## src/rtl/ideab_pkg.sv

```systemverilog
// Shared definitions for the skip-decrement sequence and its run controller.
// Consumers import ideab_pkg::* for the FSM encoding and sequence constants.
package ideab_pkg;

  localparam int SEQ_W = 4;
  localparam logic [SEQ_W-1:0] SKIP_FROM = 4'b0101;
  localparam logic [SEQ_W-1:0] SKIP_TO   = 4'b1110;

  typedef enum logic [1:0] {
    ST_IDLE = 2'd0,
    ST_RUN  = 2'd1,
    ST_DONE = 2'd2,
    ST_FAIL = 2'd3
  } run_state_t;

endpackage

```

## src/rtl/ideab_next_state.sv

```systemverilog
// Combinational step function of the skip-decrement sequence:
// next = state - 1 (wrapping), except SKIP_FROM jumps to SKIP_TO.
module ideab_next_state
  import ideab_pkg::*;
(
  input  logic [SEQ_W-1:0] cur,
  output logic [SEQ_W-1:0] nxt
);

  always_comb begin
    if (cur == SKIP_FROM) begin
      nxt = SKIP_TO;
    end else begin
      nxt = cur - 4'd1;
    end
  end

endmodule

```

## src/rtl/ideab_run_ctrl.sv

```systemverilog
// Start/done run controller stepping the skip-decrement sequence from a seed to a target.
// Optional RUN_TIMEOUT_EN adds a FAIL state with a TIMEOUT pulse after MAX_STEPS steps.
module ideab_run_ctrl
  import ideab_pkg::*;
#(
  parameter int STEP_W    = 8,
  parameter int MAX_STEPS = 32
) (
  input  logic              CLK,
  input  logic              RST,
  input  logic              START,
  input  logic              ABORT,
  input  logic              PAUSE,
  input  logic [SEQ_W-1:0]  SEED,
  input  logic [SEQ_W-1:0]  TARGET,
  output logic [SEQ_W-1:0]  STATE,
  output logic              CE,
  output logic              BUSY,
  output logic              DONE,
  output logic              TIMEOUT,
  output logic [STEP_W-1:0] STEPS
);

`ifdef RUN_TIMEOUT_EN
  localparam bit TIMEOUT_EN = 1'b1;
`else
  localparam bit TIMEOUT_EN = 1'b0;
`endif

  localparam logic [STEP_W-1:0] STEP_ONE   = STEP_W'(1);
  localparam logic [STEP_W-1:0] STEP_SAT   = '1;
  localparam logic [STEP_W-1:0] STEP_LIMIT = STEP_W'(MAX_STEPS);

  run_state_t        fsm_reg, fsm_next;
  logic [SEQ_W-1:0]  seq_reg;
  logic [SEQ_W-1:0]  target_reg;
  logic [STEP_W-1:0] steps_reg;
  logic [SEQ_W-1:0]  seq_step;
  logic              load;
  logic              step_en;
  logic              match;
  logic              timeout_hit;

  ideab_next_state u_next (
    .cur (seq_reg),
    .nxt (seq_step)
  );

  assign match       = (seq_reg == target_reg);
  assign timeout_hit = TIMEOUT_EN && (steps_reg == STEP_LIMIT);

  // RUN priority: abort, match, timeout, pause, step.
  always_comb begin
    fsm_next = fsm_reg;
    load     = 1'b0;
    step_en  = 1'b0;
    case (fsm_reg)
      ST_IDLE: begin
        if (START) begin
          fsm_next = ST_RUN;
          load     = 1'b1;
        end
      end
      ST_RUN: begin
        if (ABORT) begin
          fsm_next = ST_IDLE;
        end else if (match) begin
          fsm_next = ST_DONE;
`ifdef RUN_TIMEOUT_EN
        end else if (timeout_hit) begin
          fsm_next = ST_FAIL;
`endif
        end else if (!PAUSE) begin
          step_en = 1'b1;
        end
      end
      default: fsm_next = ST_IDLE;
    endcase
  end

  always_ff @(posedge CLK or posedge RST) begin
    if (RST) begin
      fsm_reg    <= ST_IDLE;
      seq_reg    <= '0;
      target_reg <= '0;
      steps_reg  <= '0;
    end else begin
      fsm_reg <= fsm_next;
      if (load) begin
        seq_reg    <= SEED;
        target_reg <= TARGET;
        steps_reg  <= '0;
      end else if (step_en) begin
        seq_reg <= seq_step;
        // Saturation only matters when no timeout bounds the run.
        if (steps_reg != STEP_SAT) begin
          steps_reg <= steps_reg + STEP_ONE;
        end
      end
    end
  end

  assign STATE   = seq_reg;
  assign STEPS   = steps_reg;
  assign CE      = step_en;
  assign BUSY    = (fsm_reg == ST_RUN);
  assign DONE    = (fsm_reg == ST_DONE);
  assign TIMEOUT = (fsm_reg == ST_FAIL);

endmodule

```

## config.mk

```make
export PLATFORM = sky130hd
export DESIGN_NAME = ideab_run_ctrl
export DESIGN_NICKNAME = d
export VERILOG_FILES = /design/src/rtl/ideab_pkg.sv /design/src/rtl/ideab_next_state.sv /design/src/rtl/ideab_run_ctrl.sv
export SDC_FILE = /design/constraint.sdc
export NUM_CORES = 1
export LEC_CHECK = 0
export CAP_MARGIN = 20
export CORE_ASPECT_RATIO = 0.6
export CORE_UTILIZATION = 45
export CTS_CLUSTER_SIZE = 16
export DETAILED_ROUTE_END_ITERATION = 7
export GPL_ROUTABILITY_DRIVEN = 0
export PLACE_DENSITY_LB_ADDON = 0.08
export SLEW_MARGIN = 20
export SYNTH_ARGS = -nofsm -noshare
export SYNTH_HDL_FRONTEND = slang
export SYNTH_SLANG_ARGS = --single-unit
```

## constraint.sdc

```tcl
create_clock -name CLK -period 2.22 [get_ports CLK]
set_input_delay 0.333 -clock CLK [delete_from_list [all_inputs] [get_ports CLK]]
set_output_delay 0.333 -clock CLK [all_outputs]
set_load 0.1 [all_outputs]
```

Word level (Yosys, flattened, before mapping)
Index checks and enable logic that the tools add are counted.
{"block": "classes", "add_sub_neg": 2, "eq_ne": 8, "mux": 16, "reduce_logical": 5}
{"op": "two-way mux 8 bit", "n": 3}
{"op": "two-way mux 4 bit", "n": 3}
{"op": "adder 8 x 1 -> 8 bit, second input constant", "n": 1}
{"op": "!= test 8 bit, second input constant", "n": 1}
{"op": "two-way mux 1 bit", "n": 6}
{"op": "two-way mux 2 bit", "n": 3}
{"op": "== test 2 bit, second input constant", "n": 2}
{"op": "== test 4 x 3 -> 1 bit, second input constant", "n": 1}
{"op": "== test 4 bit", "n": 1}
{"op": "one-hot mux 2 bit (2 select lines)", "n": 1}
{"op": "AND reduction 2 bit", "n": 2}
{"op": "nonzero test 2 bit", "n": 2}
{"op": "subtractor 4 x 1 -> 4 bit, second input constant", "n": 1}
{"op": "!= test 3 x 2 -> 1 bit, second input constant", "n": 1}
{"op": "== test 2 x 1 -> 1 bit, second input constant", "n": 1}
{"op": "zero test 2 bit", "n": 1}
{"op": "!= test 2 bit, second input constant", "n": 1}
{"block": "totals", "regBits": 18, "in_bits": 13, "output_inout_bits": 16, "elab_cells": 35}

Depth between registers and ports, before layout
Gate-level depths: netlist of the first run.
{"block": "depth", "word_depth": 6, "ltp_mapped": 6, "mapped_depth_nobuf": 6}

Cells and area by module
A second synthesis of the first run with hierarchy kept.
{"block": "unflattened", "hier_cells": 124, "area_unflattened_um2": 1101.1}
{"mod": "ideab_run_ctrl", "instances": 1, "cells_each": 108, "area_each_um2": 1001.0}
{"mod": "ideab_next_state", "instances": 1, "cells_each": 16, "area_each_um2": 100.1}

Least setup slack after synthesis of the first run
No wires, ideal clock.
{"block": "synth_timing", "kind": "flip-flop to flip-flop", "startpoint": "reg seq_reg[2], in the netlist STATE[2]", "endpoint": "reg steps_reg[2], in the netlist STEPS[2]", "setup_ns": 0.171, "arrival_ns": 2.497, "setup_slack_ns": -0.448, "stages_incl_launch_ff": 6, "period_less_slack_ns": 2.668, "path_cell_list": "dfrtp_1 -> xnor2_1 -> a41o_1 -> inv_1 -> nand3_1 -> mux2i_1"}
{"block": "synth_between", "elab_chain_len": 6}
{"element": "from (decl)", "line_no": "ideab_run_ctrl.sv:35", "source": "logic [SEQ_W-1:0] seq_reg;"}
{"element": "from (signal assigned)", "line_no": "ideab_run_ctrl.sv:94", "source": "seq_reg <= seq_step;"}
{"element": "== test 4 bit", "line_no": "ideab_run_ctrl.sv:49", "source": "assign match = (seq_reg == target_reg);"}
{"element": "two-way mux 1 bit", "line_no": "ideab_run_ctrl.sv:67", "source": "end else if (match) begin"}
{"element": "two-way mux 1 bit", "line_no": "ideab_run_ctrl.sv:65", "source": "if (ABORT) begin"}
{"element": "two-way mux 1 bit", "line_no": "ideab_run_ctrl.sv:57", "source": "case (fsm_reg)"}
{"element": "named net CE", "line_no": "ideab_run_ctrl.sv:17", "source": "output logic CE,"}
{"element": "nonzero test 2 bit (no source line)"}
{"element": "AND reduction 2 bit (no source line)"}
{"element": "to (signal assigned)", "line_no": "ideab_run_ctrl.sv:97", "source": "steps_reg <= steps_reg + STEP_ONE;"}
{"element": "to (decl)", "line_no": "ideab_run_ctrl.sv:37", "source": "logic [STEP_W-1:0] steps_reg;"}
The timed path passes the listed nets, and every way through them passes these cells.
A chain may end at the register's enable or synchronous reset.

Worst setup path in the final report of the first run
{"block": "layout_timing", "startpoint": "reg fsm_reg[0]", "endpoint": "out CE"}
{"block": "layout_between", "elab_chain_len": 2}
{"element": "from (decl)", "line_no": "ideab_run_ctrl.sv:34", "source": "run_state_t fsm_reg, fsm_next;"}
{"element": "from (signal assigned)", "line_no": "ideab_run_ctrl.sv:88", "source": "fsm_reg <= fsm_next;"}
{"element": "== test 2 x 1 -> 1 bit", "line_no": "ideab_run_ctrl.sv:57"}
{"element": "two-way mux 1 bit", "line_no": "ideab_run_ctrl.sv:57"}
{"element": "to (decl)", "line_no": "ideab_run_ctrl.sv:17"}
No other way between the ends.

==> impl_summary.md, run 1 <==
Global route
Entering global routing, the biggest net connects 19 pins. The number of antenna violations at the first check in global routing is 0. The first-pass GRT wire length is 4581 um.

The via count of the first global-routing pass is 980. The global-route total usage across every layer is 26.14%. The aggregate global routing overflow is 0.

Die
In this run the vertical extent of the chip is roughly 39 um. The number of rows created at floorplan is 12. The core region is 0.001982 mm^2. The die width is 63.34 um.

The starting density of the core is 51.26%. The floorplan step defined a die boundary enclosing 0.002458 mm^2. For this design the top-level I/O count stands at 29.

Clock network
The tree is rooted in a sky130_fd_sc_hd__clkbuf_8. In this run the number of H-tree levels came out at 1. The maximum clock insertion buffer count is 2.

The clock latency of the later-clocked register in the worst-skew pair is 0.25 ns. Counting every sink on the clock net gives 18. TritonCTS built the clock tree.

The clock buffer count from CTS is 3. Clock-pin slew was measured on the worst setup and hold paths at roughly 0.070 ns.

Placed design
After legalization and detailed placement, the total HPWL measured 1991 um. Buffers placed on the I/O ports in this run total 28. Before CTS, the worst setup slack after placement is -0.1668 ns.

Power and ir drop
The combinational power share is 61.4%. The power per standard cell area is 1485 mW/mm^2. The sequential cell fraction of total power is 27.6%. The analysis attributes to net switching a power of 1.195 mW.

The clock network is responsible for approximately 11% of the overall power. The switching share of total power is 55.64%. Cell internal power was estimated by the tool at 953.1 uW.

The completed layout was analyzed and its total power is 2.148 mW. VDD sags by at most 0.0009025 V. In this run the static leakage power is 0.6664 nW.

Setup path
The kind of critical path is reg2out. Data on the critical path is required at its endpoint by between 1.5 and 2 ns. Along the worst path, the maximum fanout reaches 7.

The worst setup path is captured at an output pin. The data arrival time at the worst-slack endpoint is ~1.8 ns. The worst setup path is launched from a flip-flop.

Logic synthesis
The number of warnings issued by yosys is 0. The mean area per synthesized cell is 9.071 um^2. The cell type contributing the most total cell area after synthesis is sky130_fd_sc_hd__dfrtp_1. Sorting the synthesized cells by how often they occur yields sky130_fd_sc_hd__nand2_1 (20), sky130_fd_sc_hd__dfrtp_1 (18), sky130_fd_sc_hd__inv_1 (7), sky130_fd_sc_hd__nand3_1 (7), sky130_fd_sc_hd__nor2_1 (6). The cell area that synthesis handed to floorplanning was roughly 0.0010 mm^2. The top cell type by area accounts for approximately 44% of the synthesized area. The share of synthesized area occupied by flip-flops and latches is 44.33%. Synthesis instantiated 35 different standard cells from the library. The net count of the mapped netlist is 128. The gate count after technology mapping is ~110. In the synthesized netlist the dominant register cell turns out to be sky130_fd_sc_hd__dfrtp_1. In the post-synthesis netlist, the cell with the most instances is sky130_fd_sc_hd__nand2_1. The synthesis-stage register bit count is 18. The number of enable-type register cells in the synthesized netlist is 0.

After synthesis, the share of flip-flops with an asynchronous set or reset is 100.0%. Yosys attributes the largest share of cell area to sky130_fd_sc_hd__dfrtp_1 (44%), sky130_fd_sc_hd__nand2_1 (7.4%), sky130_fd_sc_hd__ha_1 (3.7%).

Routing
For this block, the via count after detailed routing is 1085. The routed design has ~2900 um of wire. In this run, the number of DRC markers left after iteration 0 of detailed routing was 73. The via-per-instance ratio is 6.028.

The count of antenna-violating nets left after detailed routing is 0. The number of optimization iterations in the first detailed-route pass is 4. After detailed routing, the number of remaining DRC violations is 0. In the final routed layout, each cell accounts on average for 15.94 um.

Worst hold path
The worst min-delay path class is reg2reg.

Timing
Setup violations remaining at the end of the flow were counted as 0. Setup slack on the critical path of the routed design comes to between 0.06 and 0.07 ns. For the final database, setup skew stands at 0.007812 ns. The total negative setup slack is 0 ns. The worst path in the final design needs a cycle of 2.153 ns, including I/O delays and setup. For this run, the top clock speed supported by timing is 0.4644 GHz. The final max-slew violation count is 0. In the finished design, the share of the clock period the worst path needs comes to a little over nine tenths. Setup repair after global routing left no endpoint under its margin.

The worst pin sits at a relative slew slack of 52.97%. For the pin with the worst max-slew slack, the measured transition is between 0.7 and 0.8 ns. The final number of hold-violating endpoints is 0.

Cells and area
The area growth from synthesis to layout is 42.36%. The share of final-layout standard cells stronger than drive strength 1 is 26.32%. The filler cell count in the final layout is 155. The number of flip-flops under the largest register name is 8.

The number of antenna diodes in the final layout is 0. The final layout contains between 150 and 200 nets.

Outcome
The run finished with clean final reports.

Run
The max-capacitance violation count is 0.
-- per-layer routing --
| metal | vias up | track usage, % | wire (um) | share of wire [%] |
|---|---|---|---|---|
| met2 | 72 | 40.96 | 1278 | 45 |
| met1 | 514 | 34.75 | 1260 | 44 |
| li1 | 491 | - | - | - |
| met3 | 8 | 7.941 | 284 | 9.9 |
| met5 | - | 0 | 0 | 0 |
| met4 | 0 | 9.091 | 46 | 1.6 |
-- worst max-delay path: stages, from the launching register on --
cell	delay, ns
sky130_fd_sc_hd__dfrtp_1	0.42
sky130_fd_sc_hd__or4b_4	0.51
sky130_fd_sc_hd__a41o_1	0.25
sky130_fd_sc_hd__buf_6	0.13
sky130_fd_sc_hd__clkinvlp_4	0.08
sky130_fd_sc_hd__buf_12	0.17
-- repair_timing --
| item | in CTS | in global routing |
|---|---|---|
| hold endpoints to repair | 0 | 0 |
| setup endpoints to repair | 1 | 3 |
| buffers inserted | 4 | 1 |
| hold buffers | 0 | 0 |
| pin swaps | 1 | 1 |
| cloned | 0 | 0 |
| resized for setup | 3 | 3 |
-- cell usage in the layout (no fill, tap or decap), types with 2 or more instances in the layout --
cell type	netlist	layout
sky130_fd_sc_hd__nor2_1	6	6
sky130_fd_sc_hd__o31ai_1	2	2
sky130_fd_sc_hd__clkbuf_8	0	3
sky130_fd_sc_hd__nand3_1	7	7
sky130_fd_sc_hd__buf_4	0	24
sky130_fd_sc_hd__buf_6	0	2
sky130_fd_sc_hd__a211oi_1	3	3
sky130_fd_sc_hd__dfrtp_1	18	14
sky130_fd_sc_hd__o21ai_0	2	2
sky130_fd_sc_hd__inv_1	7	6
sky130_fd_sc_hd__nand4_1	2	2
sky130_fd_sc_hd__nand2b_1	3	3
sky130_fd_sc_hd__nand2_1	20	20
sky130_fd_sc_hd__nor3_1	4	4
sky130_fd_sc_hd__dfrtp_2	0	3
sky130_fd_sc_hd__o41ai_1	2	2
sky130_fd_sc_hd__a21oi_1	3	3
sky130_fd_sc_hd__ha_1	3	3
sky130_fd_sc_hd__xnor2_1	4	4
sky130_fd_sc_hd__a31oi_1	2	2
sky130_fd_sc_hd__o311ai_0	3	3
sky130_fd_sc_hd__mux2i_1	2	2
sky130_fd_sc_hd__or3b_2	2	2
sky130_fd_sc_hd__clkdlybuf4s50_1	0	10
-- worst paths after layout --
kind                       depth (start not counted)  slack, ns     startpoint            end
setup / recovery                                   5       0.07     fsm_reg[0]             CE
hold / removal                                     2       0.50  target_reg[2]  target_reg[2]
setup reg to reg                                   5       0.11     fsm_reg[0]       STEPS[7]
hold reg to reg                                    2       0.50  target_reg[2]  target_reg[2]
max in group asynchronous                          2       1.19            RST       STATE[0]
min in group asynchronous                          2       0.51            RST       STATE[3]
-- final cells by class --
cell class	instances	area, um^2	area share [%]
Sequential cell	18	457.9	31.66
Tap cell	28	35.03	2.422
Multi-Input combinational cell	84	534.3	36.94
Inverter	7	30.03	2.076
Clock buffer	4	45.04	3.114
Timing Repair Buffer	39	344.1	23.79
-- kinds of logic after synthesis --
logic type	Yosys count	synth area share [%]
AND/OR/NAND/NOR	52	25.74
AO/OA/AOI/OAI	23	17.00
flip-flops	18	44.33
buffers and inverters	10	3.818
XOR/XNOR	4	3.448
adder cells (fa/ha/maj)	3	3.695
multiplexers	2	1.971
-- through the flow --
| stage | util (%) | std cells | hold slack (ns) | area, um^2 |
|---|---|---|---|---|
| after global routing | 72.98 | 180 | 0.5123 | 1446 |
| after detailed placement | 67.99 | 171 | 0.4893 | 1348 |
| after floorplan | - | 112 | 0.2714 | 1027 |
| after CTS | 72.10 | 179 | 0.5051 | 1429 |
| final | 72.98 | 180 | 0.5044 | 1446 |
| after global placement | 67.99 | 171 | 0.4835 | 1348 |
-- power groups by stage --
stage	logic, mW	registers, mW	clock network (mW)
global route	1.40	0.608	0.254
finish	1.32	0.592	0.238
detailed placement	1.26	0.593	0
CTS	1.29	0.586	0.239
floorplan	0.529	1.01	0
global placement	1.24	0.589	0
(Power assumes the default switching activity.)
==> run 2: changes to the inputs <==
- CORE_MARGIN: not set -> 5
==> run 2 against run 1 <==
Against the previous run: combinational power hardly changed; largest power group unchanged; final cell count is 0.56% lower; die area increased by 36%; worst hold slack worse by 0.029 ns; first-iteration DRC count increased by 48%.
==> impl_summary.md, run 2 (synthesized netlist as in run 1, its figures left out) <==
Routing
The number of optimization iterations in the first detailed-route pass is 4 (unchanged). The routed length per instance is 14.47 um (-9.2%). The overall via count from detail_route is 976 (-10%). The first-iteration detailed-routing DRC count came to 108 (+48%). The via-per-instance ratio is 5.453 (-9.5%). The count of antenna-violating nets left after detailed routing came to 0 (unchanged). The remaining routing DRC violations was 0 (unchanged). The total detailed-routing wirelength is 2590 um (-9.7%).

Setup path
The count of cells along the worst register-to-register path was 5 (unchanged). The peak per-stage delay on the critical path is 0.55 ns (+0.04 ns). The data arrival time at the worst-slack endpoint is 1.82 ns (about the same). STA classifies the critical path startpoint as a flip-flop. The register-to-register setup slack is 0.11 ns (about the same). The endpoint of the worst-slack reg-to-reg timing path is STEPS[7]. The slowest cell on the critical path is sky130_fd_sc_hd__or4b_4. The worst setup path is captured at an output pin. The worst register-to-register path begins at fsm_reg[1]. The signal on the critical path passes through or4b_4, a41o_1, buf_6, clkinvlp_4, buf_12. The maximum fanout encountered on the critical timing path is 2 (-5). The critical path required time was 1.89 ns (about the same). The kind of critical path is reg2out.

Cells and area
Relative to the synthesized area, the layout overhead comes to 40.27%. Leaving out fill and tap cells, the most frequent cells in the layout are sky130_fd_sc_hd__buf_4 (22), sky130_fd_sc_hd__nand2_1 (20), sky130_fd_sc_hd__dfrtp_1 (14). The share of final-layout standard cells stronger than drive strength 1 is 24.83% (-1.5 points).

The post-layout instance area is 0.001425 mm^2 (-1.5%). The net count reported at finish was 166 (-1.8%). The final cell count without fillers was 179 (-0.56%). The number of flip-flops under the largest register name is 8 (unchanged). The number of antenna repair diodes is 0 (unchanged).

Leaving out fill and tap cells, the most frequent cell in the layout is sky130_fd_sc_hd__buf_4. The final core utilization came to 65.88% (-7.1 points).

Clock network
The hold buffer count at cts is 0 (unchanged). The clock sink total is 18 (unchanged). The root buffer selected by CTS is sky130_fd_sc_hd__clkbuf_8. The H-tree depth reported by CTS came to 1 (unchanged).

The clock slew at the register clock pins of the worst setup and hold paths is 0.07 ns (about the same). The clock latency of the later-clocked register in the worst-skew pair is 0.25 ns (about the same). The clock buffer count from CTS is 3 (unchanged). The maximum clock insertion buffer count is 2 (unchanged). TritonCTS built the clock tree.

Timing
The time the worst path needs with I/O delays and setup was 2.155 ns (+0.001672 ns). The setup violation total in the final timing report came to 0 (unchanged). The total negative setup slack is 0 ns (unchanged). The headroom to the max-slew limit was 54.79% (+1.8 points). The least setup slack across all paths after layout was 0.06516 ns (-0.001672 ns).

The worst hold-check slack came to 0.4758 ns (-0.02858 ns). The worst-case clock skew is 0.004037 ns (-0.003775 ns). The final clock period utilization by the worst path is 97.07% (about the same). Setup repair after global routing left no endpoint under its margin. The final number of hold-violating endpoints came to 0 (unchanged).

The highest attainable clock frequency is 0.4641 GHz (about the same). The final max-slew violation count is 0 (unchanged). The actual transition at the worst max-transition pin came to 0.6775 ns (-0.02728 ns).

Placed design
The instance count after placement with tap cells included came to 173 (+1.2%). The worst slack at placement came to -0.1471 ns (+0.01972 ns). The half-perimeter wire length after placement came to 1920 um (-3.5%).

The number of buffers inserted by port buffering is 28 (unchanged). The post-detailed-placement cell area is 0.001350 mm^2 (+0.19%).

Global route
The global-route total usage across every layer is 17.82% (-8.3 points). The maximum number of pins on one net before global-route repair came to 19 (unchanged). The via count of the first global-routing pass is 967 (-1.3%). The first-pass GRT wire length is 4602 um (+0.46%).

The number of antenna violations at the first check in global routing is 0 (unchanged). The aggregate global routing overflow is 0 (unchanged).

Power and ir drop
The power per standard cell area is 1499 mW/mm^2 (+0.92%). The leakage power total came to 0.6473 nW (-2.9%). The largest vdd supply drop is 0.001039 V (+15%).

The post-layout total power is 2.136 mW (-0.56%).

Die
The number of rows created at floorplan is 13 (+1). The die width is 71.34 um (+13%). The core box area is 0.002163 mm^2 (+9.2%). The number of top-level pins is 29 (unchanged). The vertical extent of the die was 46.81 um (+21%). The area enclosed by the die boundary came to 0.003339 mm^2 (+36%). The starting density of the core came to 46.96% (-4.3 points).

Outcome
The flow ran to the end, and the final reports show no timing, DRC or antenna violations.

Run
The max-capacitance violation count is 0 (unchanged).

Worst hold path
The worst min-delay path class is in2async.
-- run 2: area by class of cell --
type	count	area, um^2
Tap cell	30	37.54
Sequential cell	18	457.9
Timing Repair Buffer	36	314.1
Clock buffer	4	55.05
Inverter	7	30.03
Fill cell	185	738.2
Multi-Input combinational cell	84	530.5
-- run 2: report_power, final --
part	total [mW]	switching, mW	internal, mW
Clock	0.267	0.110	0.158
Combinational	1.29	0.923	0.363
Sequential	0.583	0.135	0.448
-- run 2: worst max-delay path, delay by kind of cell (launching register included) --
family / cells / cell delay (ns)
and+or+nand+nor: 1 / 0.55
DFF: 1 / 0.38
buffers and inverters: 3 / 0.38
AOI/OAI and AO/OA: 1 / 0.26
-- run 2: repair_timing --
action | in CTS | in global routing
pin swaps | 1 | 0
buffers inserted | 2 | 0
resized for setup | 4 | 1
setup endpoints to repair | 1 | 1
-- run 2: how the worst max path moves through the flow --
| stage | start | end | slack, ns | depth (start not counted) |
|---|---|---|---|---|
| detailed placement | PAUSE | STEPS[7] | -0.15 | 5 |
| floorplan | STATE[2] | STATE[2] | 0.003 | 5 |
| CTS | fsm_reg[1] | CE | 0.06 | 5 |
| global route | fsm_reg[1] | CE | 0.008 | 5 |
| global placement | PAUSE | STEPS[7] | -0.12 | 5 |
| finish | fsm_reg[1] | CE | 0.07 | 5 |
-- run 2: metal layers --
layer	GRT usage (%)	part of all wire, %	vias up
met5	0	0	-
met4	2.622	0.50	0
met3	5.983	6.9	2
met2	27.19	43	43
met1	25.43	50	444
li1	-	-	487
